--- src/rtl/softmax_max_sub_pkg.sv ---
// Shared constants and types for the softmax max-subtract front end.
package softmax_max_sub_pkg;

    localparam int DATA_W      = 18;   // signed S7Q10 score width
    localparam int FRAC_W      = 10;   // fractional bits of S7Q10
    localparam int ROW_LEN_MAX = 64;   // deepest row the buffer holds
    localparam int ADDR_W      = 6;    // log2(ROW_LEN_MAX)

    // Most negative representable S7Q10 value; floor of every x - max result.
    localparam logic signed [DATA_W-1:0] SAT_MIN = {1'b1, {(DATA_W-1){1'b0}}};

    typedef enum logic [1:0] {
        IDLE = 2'd0,
        LOAD = 2'd1,
        EMIT = 2'd2
    } state_t;

endpackage

--- src/rtl/softmax_row_buf.sv ---
// One-row score buffer: single synchronous write port, asynchronous read port.
// Storage is never reset; every slot read is written earlier in the same row.
module softmax_row_buf #(
    parameter int DATA_W = softmax_max_sub_pkg::DATA_W,
    parameter int DEPTH  = softmax_max_sub_pkg::ROW_LEN_MAX,
    parameter int ADDR_W = softmax_max_sub_pkg::ADDR_W
) (
    input  logic                     clk_i,
    input  logic                     we_i,
    input  logic [ADDR_W-1:0]        waddr_i,
    input  logic signed [DATA_W-1:0] wdata_i,
    input  logic [ADDR_W-1:0]        raddr_i,
    output logic signed [DATA_W-1:0] rdata_o
);

    logic signed [DATA_W-1:0] mem_q [DEPTH];

    // Capture one score per accepted input beat.
    always_ff @(posedge clk_i) begin
        if (we_i) begin
            mem_q[waddr_i] <= wdata_i;
        end
    end

    assign rdata_o = mem_q[raddr_i];

endmodule

--- src/rtl/softmax_max_sub.sv ---
// Softmax front end: buffers a row of S7Q10 scores while tracking the row
// maximum, then replays the row as sat(x - max) so the exp stage only ever
// sees values <= 0. Ready/valid on both sides, one row in flight at a time.
module softmax_max_sub #(
    parameter int DATA_W      = softmax_max_sub_pkg::DATA_W,
    parameter int ROW_LEN_MAX = softmax_max_sub_pkg::ROW_LEN_MAX,
    parameter int ADDR_W      = softmax_max_sub_pkg::ADDR_W
) (
    input  logic                     clk,
    input  logic                     rst_n,
    input  logic [ADDR_W:0]          row_len,
    input  logic                     in_valid,
    output logic                     in_ready,
    input  logic signed [DATA_W-1:0] in_data,
    output logic                     out_valid,
    input  logic                     out_ready,
    output logic signed [DATA_W-1:0] out_data,
    output logic                     out_last,
    output logic                     busy
);

    import softmax_max_sub_pkg::*;

    localparam logic [ADDR_W:0] LEN_ONE = {{ADDR_W{1'b0}}, 1'b1};
    localparam logic [ADDR_W:0] LEN_MAX = (ADDR_W+1)'(ROW_LEN_MAX);
    // -2^(DATA_W-1) expressed at the widened difference width.
    localparam logic signed [DATA_W:0] DIFF_LO = {2'b11, {(DATA_W-1){1'b0}}};

    // Row length 0 means a single element; anything above the buffer depth
    // is truncated to a full buffer.
    function automatic logic [ADDR_W:0] clamp_len(input logic [ADDR_W:0] l);
        if (l == '0) begin
            return LEN_ONE;
        end else if (l > LEN_MAX) begin
            return LEN_MAX;
        end
        return l;
    endfunction

    // x - max is never positive, so only the negative rail needs clamping.
    function automatic logic signed [DATA_W-1:0] sat_diff(input logic signed [DATA_W:0] d);
        if (d < DIFF_LO) begin
            return DIFF_LO[DATA_W-1:0];
        end
        return d[DATA_W-1:0];
    endfunction

    state_t                   state_q, state_d;
    logic [ADDR_W:0]          len_q, len_d;
    logic [ADDR_W:0]          wr_cnt_q, wr_cnt_d;
    logic [ADDR_W:0]          rd_cnt_q, rd_cnt_d;
    logic signed [DATA_W-1:0] max_q, max_d;
    logic signed [DATA_W-1:0] out_data_q, out_data_d;
    logic                     out_valid_q, out_valid_d;
    logic                     out_last_q, out_last_d;
    logic                     in_ready_q, in_ready_d;

    logic                     accept;
    logic                     out_fire;
    logic                     emit_load;
    logic [ADDR_W:0]          len_in;
    logic signed [DATA_W-1:0] rd_data;
    logic signed [DATA_W:0]   diff;

    assign accept    = in_valid && in_ready_q;
    assign out_fire  = out_valid_q && out_ready;
    assign emit_load = (state_q == EMIT) && (!out_valid_q || out_ready) && (rd_cnt_q < len_q);
    assign len_in    = clamp_len(row_len);
    assign diff      = {rd_data[DATA_W-1], rd_data} - {max_q[DATA_W-1], max_q};

    softmax_row_buf #(
        .DATA_W (DATA_W),
        .DEPTH  (ROW_LEN_MAX),
        .ADDR_W (ADDR_W)
    ) u_row_buf (
        .clk_i   (clk),
        .we_i    (accept),
        .waddr_i (wr_cnt_q[ADDR_W-1:0]),
        .wdata_i (in_data),
        .raddr_i (rd_cnt_q[ADDR_W-1:0]),
        .rdata_o (rd_data)
    );

    // State, counters, running max and output register.
    always_ff @(posedge clk or negedge rst_n) begin
        if (!rst_n) begin
            state_q     <= IDLE;
            len_q       <= '0;
            wr_cnt_q    <= '0;
            rd_cnt_q    <= '0;
            max_q       <= '0;
            out_data_q  <= '0;
            out_valid_q <= 1'b0;
            out_last_q  <= 1'b0;
            in_ready_q  <= 1'b0;
        end else begin
            state_q     <= state_d;
            len_q       <= len_d;
            wr_cnt_q    <= wr_cnt_d;
            rd_cnt_q    <= rd_cnt_d;
            max_q       <= max_d;
            out_data_q  <= out_data_d;
            out_valid_q <= out_valid_d;
            out_last_q  <= out_last_d;
            in_ready_q  <= in_ready_d;
        end
    end

    // Next-state: load the row and its max, then drain it through the output register.
    always_comb begin
        state_d     = state_q;
        len_d       = len_q;
        wr_cnt_d    = wr_cnt_q;
        rd_cnt_d    = rd_cnt_q;
        max_d       = max_q;
        out_data_d  = out_data_q;
        out_valid_d = out_valid_q;
        out_last_d  = out_last_q;

        case (state_q)
            IDLE: begin
                if (accept) begin
                    len_d    = len_in;
                    max_d    = in_data;
                    wr_cnt_d = LEN_ONE;
                    state_d  = (len_in == LEN_ONE) ? EMIT : LOAD;
                end
            end
            LOAD: begin
                if (accept) begin
                    max_d    = (in_data > max_q) ? in_data : max_q;
                    wr_cnt_d = wr_cnt_q + LEN_ONE;
                    if ((wr_cnt_q + LEN_ONE) == len_q) begin
                        state_d = EMIT;
                    end
                end
            end
            EMIT: begin
                if (emit_load) begin
                    out_data_d  = sat_diff(diff);
                    out_last_d  = (rd_cnt_q == (len_q - LEN_ONE));
                    out_valid_d = 1'b1;
                    rd_cnt_d    = rd_cnt_q + LEN_ONE;
                end else if (out_fire) begin
                    out_valid_d = 1'b0;
                    out_last_d  = 1'b0;
                end
                // Final handshake of the row: return to IDLE with clean counters.
                if (out_fire && out_last_q) begin
                    out_valid_d = 1'b0;
                    out_last_d  = 1'b0;
                    rd_cnt_d    = '0;
                    wr_cnt_d    = '0;
                    max_d       = '0;
                    state_d     = IDLE;
                end
            end
            default: begin
                state_d = IDLE;
            end
        endcase

        // Registered so that in_ready is low in reset and rises the cycle after the row drains.
        in_ready_d = (state_d != EMIT);
    end

    assign in_ready  = in_ready_q;
    assign out_valid = out_valid_q;
    assign out_data  = out_data_q;
    assign out_last  = out_last_q;
    assign busy      = (state_q != IDLE);

endmodule

--- config.mk ---
export PLATFORM = sky130hd
export DESIGN_NAME = softmax_max_sub
export DESIGN_NICKNAME = d
export VERILOG_FILES = /design/src/rtl/softmax_max_sub_pkg.sv /design/src/rtl/softmax_row_buf.sv /design/src/rtl/softmax_max_sub.sv
export SDC_FILE = /design/constraint.sdc
export NUM_CORES = 1
export LEC_CHECK = 0
export BUFFER_PORTS_ARGS = -buffer_cell sky130_fd_sc_hd__buf_4
export CAP_MARGIN = 20
export CORE_MARGIN = 3
export CORE_UTILIZATION = 50
export CTS_BUF_LIST = sky130_fd_sc_hd__clkbuf_2 sky130_fd_sc_hd__clkbuf_4 sky130_fd_sc_hd__clkbuf_8
export DETAILED_ROUTE_END_ITERATION = 12
export PLACE_DENSITY = 0.75
export SYNTH_ARGS = -nofsm -noshare
export SYNTH_HDL_FRONTEND = slang
export SYNTH_SLANG_ARGS = --single-unit
--- constraint.sdc ---
create_clock -name clk -period 6.1 [get_ports clk]
set_clock_uncertainty 0.2 [all_clocks]
set_input_delay 0.915 -clock clk [delete_from_list [all_inputs] [get_ports clk]]
set_output_delay 0.915 -clock clk [all_outputs]
set_load 0.03 [all_outputs]
==> results of run 1 <==
## sequential cells by signal, indices dropped and copies added, names as in the netlist, 2 cells and up
| name | cells |
|---|---|
| rd_cnt_q | 7 |
| wr_cnt_q | 7 |
| max_q | 18 |
| out_data | 18 |
| state_q | 2 |
| u_row_buf.mem_q | 1152 |
| len_q | 7 |
## kinds of logic after synthesis
kind of cell / Yosys count / share of synthesized area [%]
xor gates and xnor gates: 36 / 0.650
muxes: 399 / 18.0
and+or+nand+nor: 249 / 2.30
adders and majority gates: 53 / 1.38
AOI/OAI and AO/OA: 134 / 1.79
DFF: 1214 / 74.6
buffers and inverters: 157 / 1.32
## power by group
part	switching [W]	internal [W]	leakage (nW)	total, W
Clock	0.00306	0.00334	1.86	0.00640
Sequential	0.000303	0.00940	11.1	0.00971
Combinational	0.00430	0.00344	4.79	0.00774
Total	0.00765	0.0162	17.8	0.0238
## timing repair
action                                  in CTS  in global routing
resized for setup                            0                  0
endpoints found under the setup margin       0                  0
hold buffers                                 1                  0
hold endpoints to repair                    62                  0
## per-layer routing
metal | share of wire [%] | global-route usage, %
met1 | 38 | 32.1
met2 | 49 | 37.3
met3 | 10 | 6.59
met4 | 3.4 | 8.67
met5 | 0 | 0
## area by class of cell
cell class	instances	area, sq um
Timing Repair Buffer	176	1560
Inverter	43	166
Antenna cell	4	10.0
Multi-Input combinational cell	871	11900
Clock buffer	235	2940
Fill cell	6713	40700
Sequential cell	1214	36200
Tap cell	1265	1580
Clock inverter	88	586
## cell usage in the layout, fill, tap and decap left out, types with 4 or more instances in the layout
cell type	instances
buf_16	4
nand2b_1	7
clkbuf_8	188
a21o_1	15
nand4_1	10
buf_12	10
o21ai_0	35
ha_1	52
nor2_4	4
buf_8	4
xnor2_1	20
nor2_1	31
nor3_1	6
inv_1	41
a31oi_1	5
diode_2	4
nor2b_1	10
and3_1	5
clkinv_2	21
dfrtp_1	59
mux2i_1	19
mux4_2	378
o211ai_1	7
xor2_1	16
nand3_1	21
edfxtp_1	1152
buf_4	157
inv_6	4
clkbuf_4	47
clkinv_8	4
and2_1	5
bufinv_16	4
clkinv_1	48
nor2_2	60
a21oi_1	32
o31ai_1	17
nand3b_1	4
nand2_1	74
## metrics by stage
| stage | area (sq um) | hold slack [ps] | util [%] | instances |
|---|---|---|---|---|
| after CTS | 54900 | 42.7 | 57.4 | 3891 |
| final | 54900 | 110 | 57.4 | 3896 |
| after global placement | 51200 | 264 | 53.5 | 3560 |
| after floorplan | 48500 | 268 | - | 2242 |
| after global routing | 54900 | 64.6 | 57.4 | 3894 |
| after detailed placement | 51300 | 269 | 53.7 | 3567 |
## how the worst max path moves through the flow
stage | startpoint | to | slack, ps | cells past startpoint
final | rd_cnt_q[0] | out_data[8] | 610 | 13
after global routing | rd_cnt_q[0] | out_data[8] | 360 | 13
after detailed placement | rd_cnt_q[0] | out_data[8] | 600 | 13
after global placement | rd_cnt_q[0] | out_data[15] | 620 | 12
after CTS | rd_cnt_q[0] | out_data[8] | 580 | 13
after floorplan | rd_cnt_q[0] | out_data[10] | 1320 | 14
==> impl_metrics.tcl, run 1 <==
set metrics [dict create \
    outcome "completed" \
    p_leak_nw 17.8 \
    dr.pass1.iters 5 \
    core_sq_um 95600 \
    fin_crit_sh_pct 90.0 \
    worst_path_dominant_cell_family "multiplexers" \
    antenna_found_initial 8 \
    clkTransAtPathRegs_ps 70 \
    synthCells 2242 \
    yosysTopAreaCellShare_pct 71.4 \
    clock_latency_ps 840 \
    syn-cell-area_sq_um 48500 \
    holdPathEnd "out_valid" \
    die_h_um 317 \
    ys_top_cells_by_area "edfxtp_1 71%, mux4_2 18%, dfrtp_1 3.2%" \
    layout-drive-gt1-share_pct 34.4 \
    powerDensity_nw_per_um2 434 \
    hold_path_depth 2 \
    dieArea_sq_um 101000 \
    area_growth_pct 13.2 \
    drv_slew 0 \
    yosysMostFrequentCell "edfxtp_1" \
    min_path_type "input port to flip-flop" \
    maxSlewHeadroom_pct 25.5 \
    ys_ff_latch 1214 \
    ir_drop_v 0.000330 \
    ys.flop_type "edfxtp_1" \
    cts_tree "built" \
    detail-route-antenna-nets 0 \
    cts_max_level 4 \
    grt_pass1_vias 24700 \
    final_nets 2570 \
    track_usage_pct 23.7 \
    rows 113 \
    grt_max_degree 67 \
    die_x_um 317 \
    synth_common_cells "1152 x edfxtp_1, 378 x mux4_2, 95 x nor2_1" \
    required_ps 6600 \
    worstSetupPathType "flip-flop to flip-flop" \
    rsz0062_at_grt "false" \
    num_vias 24200 \
    path_cells "buf_12 -> buf_4 -> mux4_2 -> mux4_2 -> mux4_2 -> ha_1 -> a21o_1 -> a221o_1 -> a211oi_1 -> o32ai_1 -> a2111oi_2 -> buf_4 -> o31ai_1" \
    synth_cell_types 54 \
    maxCapViolations 0 \
    worst_pin_slew_ps 1120 \
    wl_um 116000 \
    hpwlAfterDp_um 70000 \
    place_congestion 0.876 \
    cpMaxStageDelayCell "dfrtp_4" \
    portBuffers 50 \
    syn_nets 2324 \
    place_ws_ps 599 \
    synthArstFlopShare_pct 5.11 \
    cts_buffers 182 \
    reg2reg_from "rd_cnt_q[0]" \
    critical_path_arrival_ps 5990 \
    rrSetupSlack_ps 610 \
    hold_start "out_ready" \
    grt-ovfl-total 0 \
    wl_per_cell_um 29.8 \
    post-synth-top-area-cell "edfxtp_1" \
    dr.first_iter.drc_count 2795 \
    fin_crit_ps 5490 \
    clockBufferDepth 3 \
    ys_seq_area_share_pct 74.6 \
    r2r_end "out_data[8]" \
    clock_sinks 1214 \
    worstSetupStartpointType "flip-flop" \
    pin_count 51 \
    cts-root-buf "clkbuf_8" \
    hold_viol_final 0 \
    drc 0 \
    avgSynthCellArea_sq_um 21.6 \
    post_cts_buffers 0 \
    fmax_mhz 182 \
    cp-end-kind "flip-flop" \
    crit_path_frequent_cell "mux4_2" \
    finalSetupViolCount 0 \
    grt_pass1_wl_um 168000 \
    viasPerCell 6.20 \
    path_max_fanout 28 \
    max_stage_delay_ps 700 \
    ys_warn_count 0 \
    synth_edf_count 1152 \
    critPathBufInv 3 \
    power.total_w 0.0238 \
    setup_tns_ps 0 \
    setup_slack_ps 612 \
    start_util_pct 50.7 \
    reg2regPathDepth 13 \
]
No activity file was read; power rests on OpenSTA's default activity.
==> inputs of run 2 (changes only) <==
- PLACE_DENSITY: 0.75 -> 0.78
- clock period: 6.1 -> 5 ns (I/O delays scaled with it)
==> run 2 against run 1 <==
  * Clock power rose by 29%
  * Worst setup slack worse by 550 ps
  * Critical path depth increased by 2
  * Register-to-register slack worse by 550 ps
  * Core utilization grew 1.2 points
  * First-iteration DRC count grew 21%
  * Highest routed layer is now met5
  * Largest cell class unchanged
==> impl_metrics.tcl, run 2 (synthesized netlist as in run 1, its figures left out) <==
set metrics [dict create \
    cts_buffers 185 \
    cts_tree "built" \
    layout-drive-gt1-share_pct 37.2 \
    rows 113 \
    hold_viol_final 0 \
    pin_count 51 \
    worst_pin_slew_ps 925 \
    nFillCells 6480 \
    grt-ovfl-total 0 \
    outcome "completed" \
    hpwlAfterDp_um 72200 \
    drc 0 \
    path_max_fanout 13 \
    dr.first_iter.drc_count 3393 \
    drv_slew 0 \
    clock_sinks 1214 \
    core_sq_um 95600 \
    top_register "u_row_buf.mem_q" \
    dieArea_sq_um 101000 \
    fin_crit_ps 4940 \
    worstSetupPathType "flip-flop to flip-flop" \
    fmax_mhz 202 \
    die_x_um 317 \
    clkTransAtPathRegs_ps 70 \
    area_growth_pct 15.6 \
    largest_reg_flops 1152 \
    layout_commonest_cell "edfxtp_1" \
    powerDensity_nw_per_um2 546 \
    clock_latency_ps 850 \
    whs_ps 185 \
    detail-route-antenna-nets 0 \
    viasPerCell 6.29 \
    final_cell_mix "1152 x edfxtp_1, 378 x mux4_2, 195 x buf_4" \
    clockBufferDepth 3 \
    cp-end-kind "flip-flop" \
    wl_per_cell_um 31.0 \
    cts-root-buf "clkbuf_8" \
    dr.pass1.iters 5 \
    track_usage_pct 24.6 \
    finalSetupViolCount 0 \
    grt_max_degree 67 \
    fin_crit_sh_pct 98.8 \
    start_util_pct 50.7 \
    final_nets 2642 \
    min_path_type "input port to flip-flop" \
    maxCapViolations 0 \
    maxSlewHeadroom_pct 38.2 \
    worstSetupStartpointType "flip-flop" \
    portBuffers 50 \
    grt_pass1_vias 25500 \
    required_ps 5540 \
    ir_drop_v 0.000336 \
    wl_um 123000 \
    cts_max_level 4 \
    die_h_um 317 \
    num_vias 25000 \
    antenna_found_initial 7 \
    grt_pass1_wl_um 176000 \
    place_congestion 0.912 \
    critical_path_arrival_ps 5480 \
    power.total_w 0.0306 \
    p_leak_nw 18.4 \
]
-- run 2: final timing paths --
path                                   start            to  slack [ps]  cells after the start
worst max-delay path             rd_cnt_q[0]   out_data[8]          60                     15
worst min-delay path              row_len[0]      len_q[0]         190                      5
worst max register to register   rd_cnt_q[0]   out_data[8]          60                     15
worst min register to register  out_data[14]  out_data[14]         290                      2
max in group asynchronous              rst_n   rd_cnt_q[0]        3570                      2
min in group asynchronous              rst_n   out_data[1]         370                      2
-- run 2: final cells by class --
cell class / count / area [sq um] / area share (%)
sequential: 1214 / 36200 / 64.5
multi-input combinational: 871 / 12000 / 21.4
clock buffer: 254 / 3090 / 5.51
timing repair buffer: 245 / 2390 / 4.27
tap: 1265 / 1580 / 2.83
clock inverter: 80 / 651 / 1.16
inverter: 43 / 166 / 0.297
antenna: 1 / 2.50 / 0.00447
-- run 2: where the power goes --
group | switching (W) | internal (W) | leakage, nW
logic | 0.00563 | 0.00498 | 5.25
clock network | 0.00379 | 0.00445 | 1.99
registers | 0.000288 | 0.0115 | 11.1
total | 0.00970 | 0.0209 | 18.4
-- run 2: worst max-delay path: stages (launching register included) --
cell and delay [ps]:
dfrtp_4 540, buf_12 190, buf_16 170, buf_4 130, mux4_2 510, mux4_2 540
mux4_2 530, ha_1 320, and2_1 210, a221oi_4 370, a21oi_4 110, o31ai_2 320
a2111oi_2 120, buf_4 160, buf_4 160, o31ai_1 240
-- run 2: routing by layer --
metal / vias to the layer above / part of all wire [%] / routed length [um] / track usage (%)
li1: 10000 / - / - / -
met4: 4 / 3.8 / 4720 / 9.89
met2: 1616 / 49 / 60400 / 38.7
met5: - / 0.030 / 37 / 0
met1: 13100 / 37 / 45200 / 34.0
met3: 240 / 10 / 12700 / 5.57
-- run 2: timing repair --
item | 4_1_cts | 5_1_grt
hold endpoints to repair | 74 | 0
gates cloned | 2 | 4
buffers inserted | 7 | 19
pin swaps | 1 | 5
resized for setup | 12 | 25
hold buffers | 10 | 0
endpoints found under the setup margin | 15 | 17
-- run 2: stage by stage --
step	worst slack [ps]	cells	setup TNS, ps	utilization [%]	area [sq um]
2_1_floorplan	223	2242	0	-	48500
3_3_place_gp	-190	3595	-190	54.0	51600
3_5_place_dp	-57.3	3595	-153	54.0	51600
4_1_cts	0.0937	3948	0	58.2	55600
5_1_grt	-58.0	3973	-392	58.6	56000
6_report	59.7	3973	0	58.6	56000
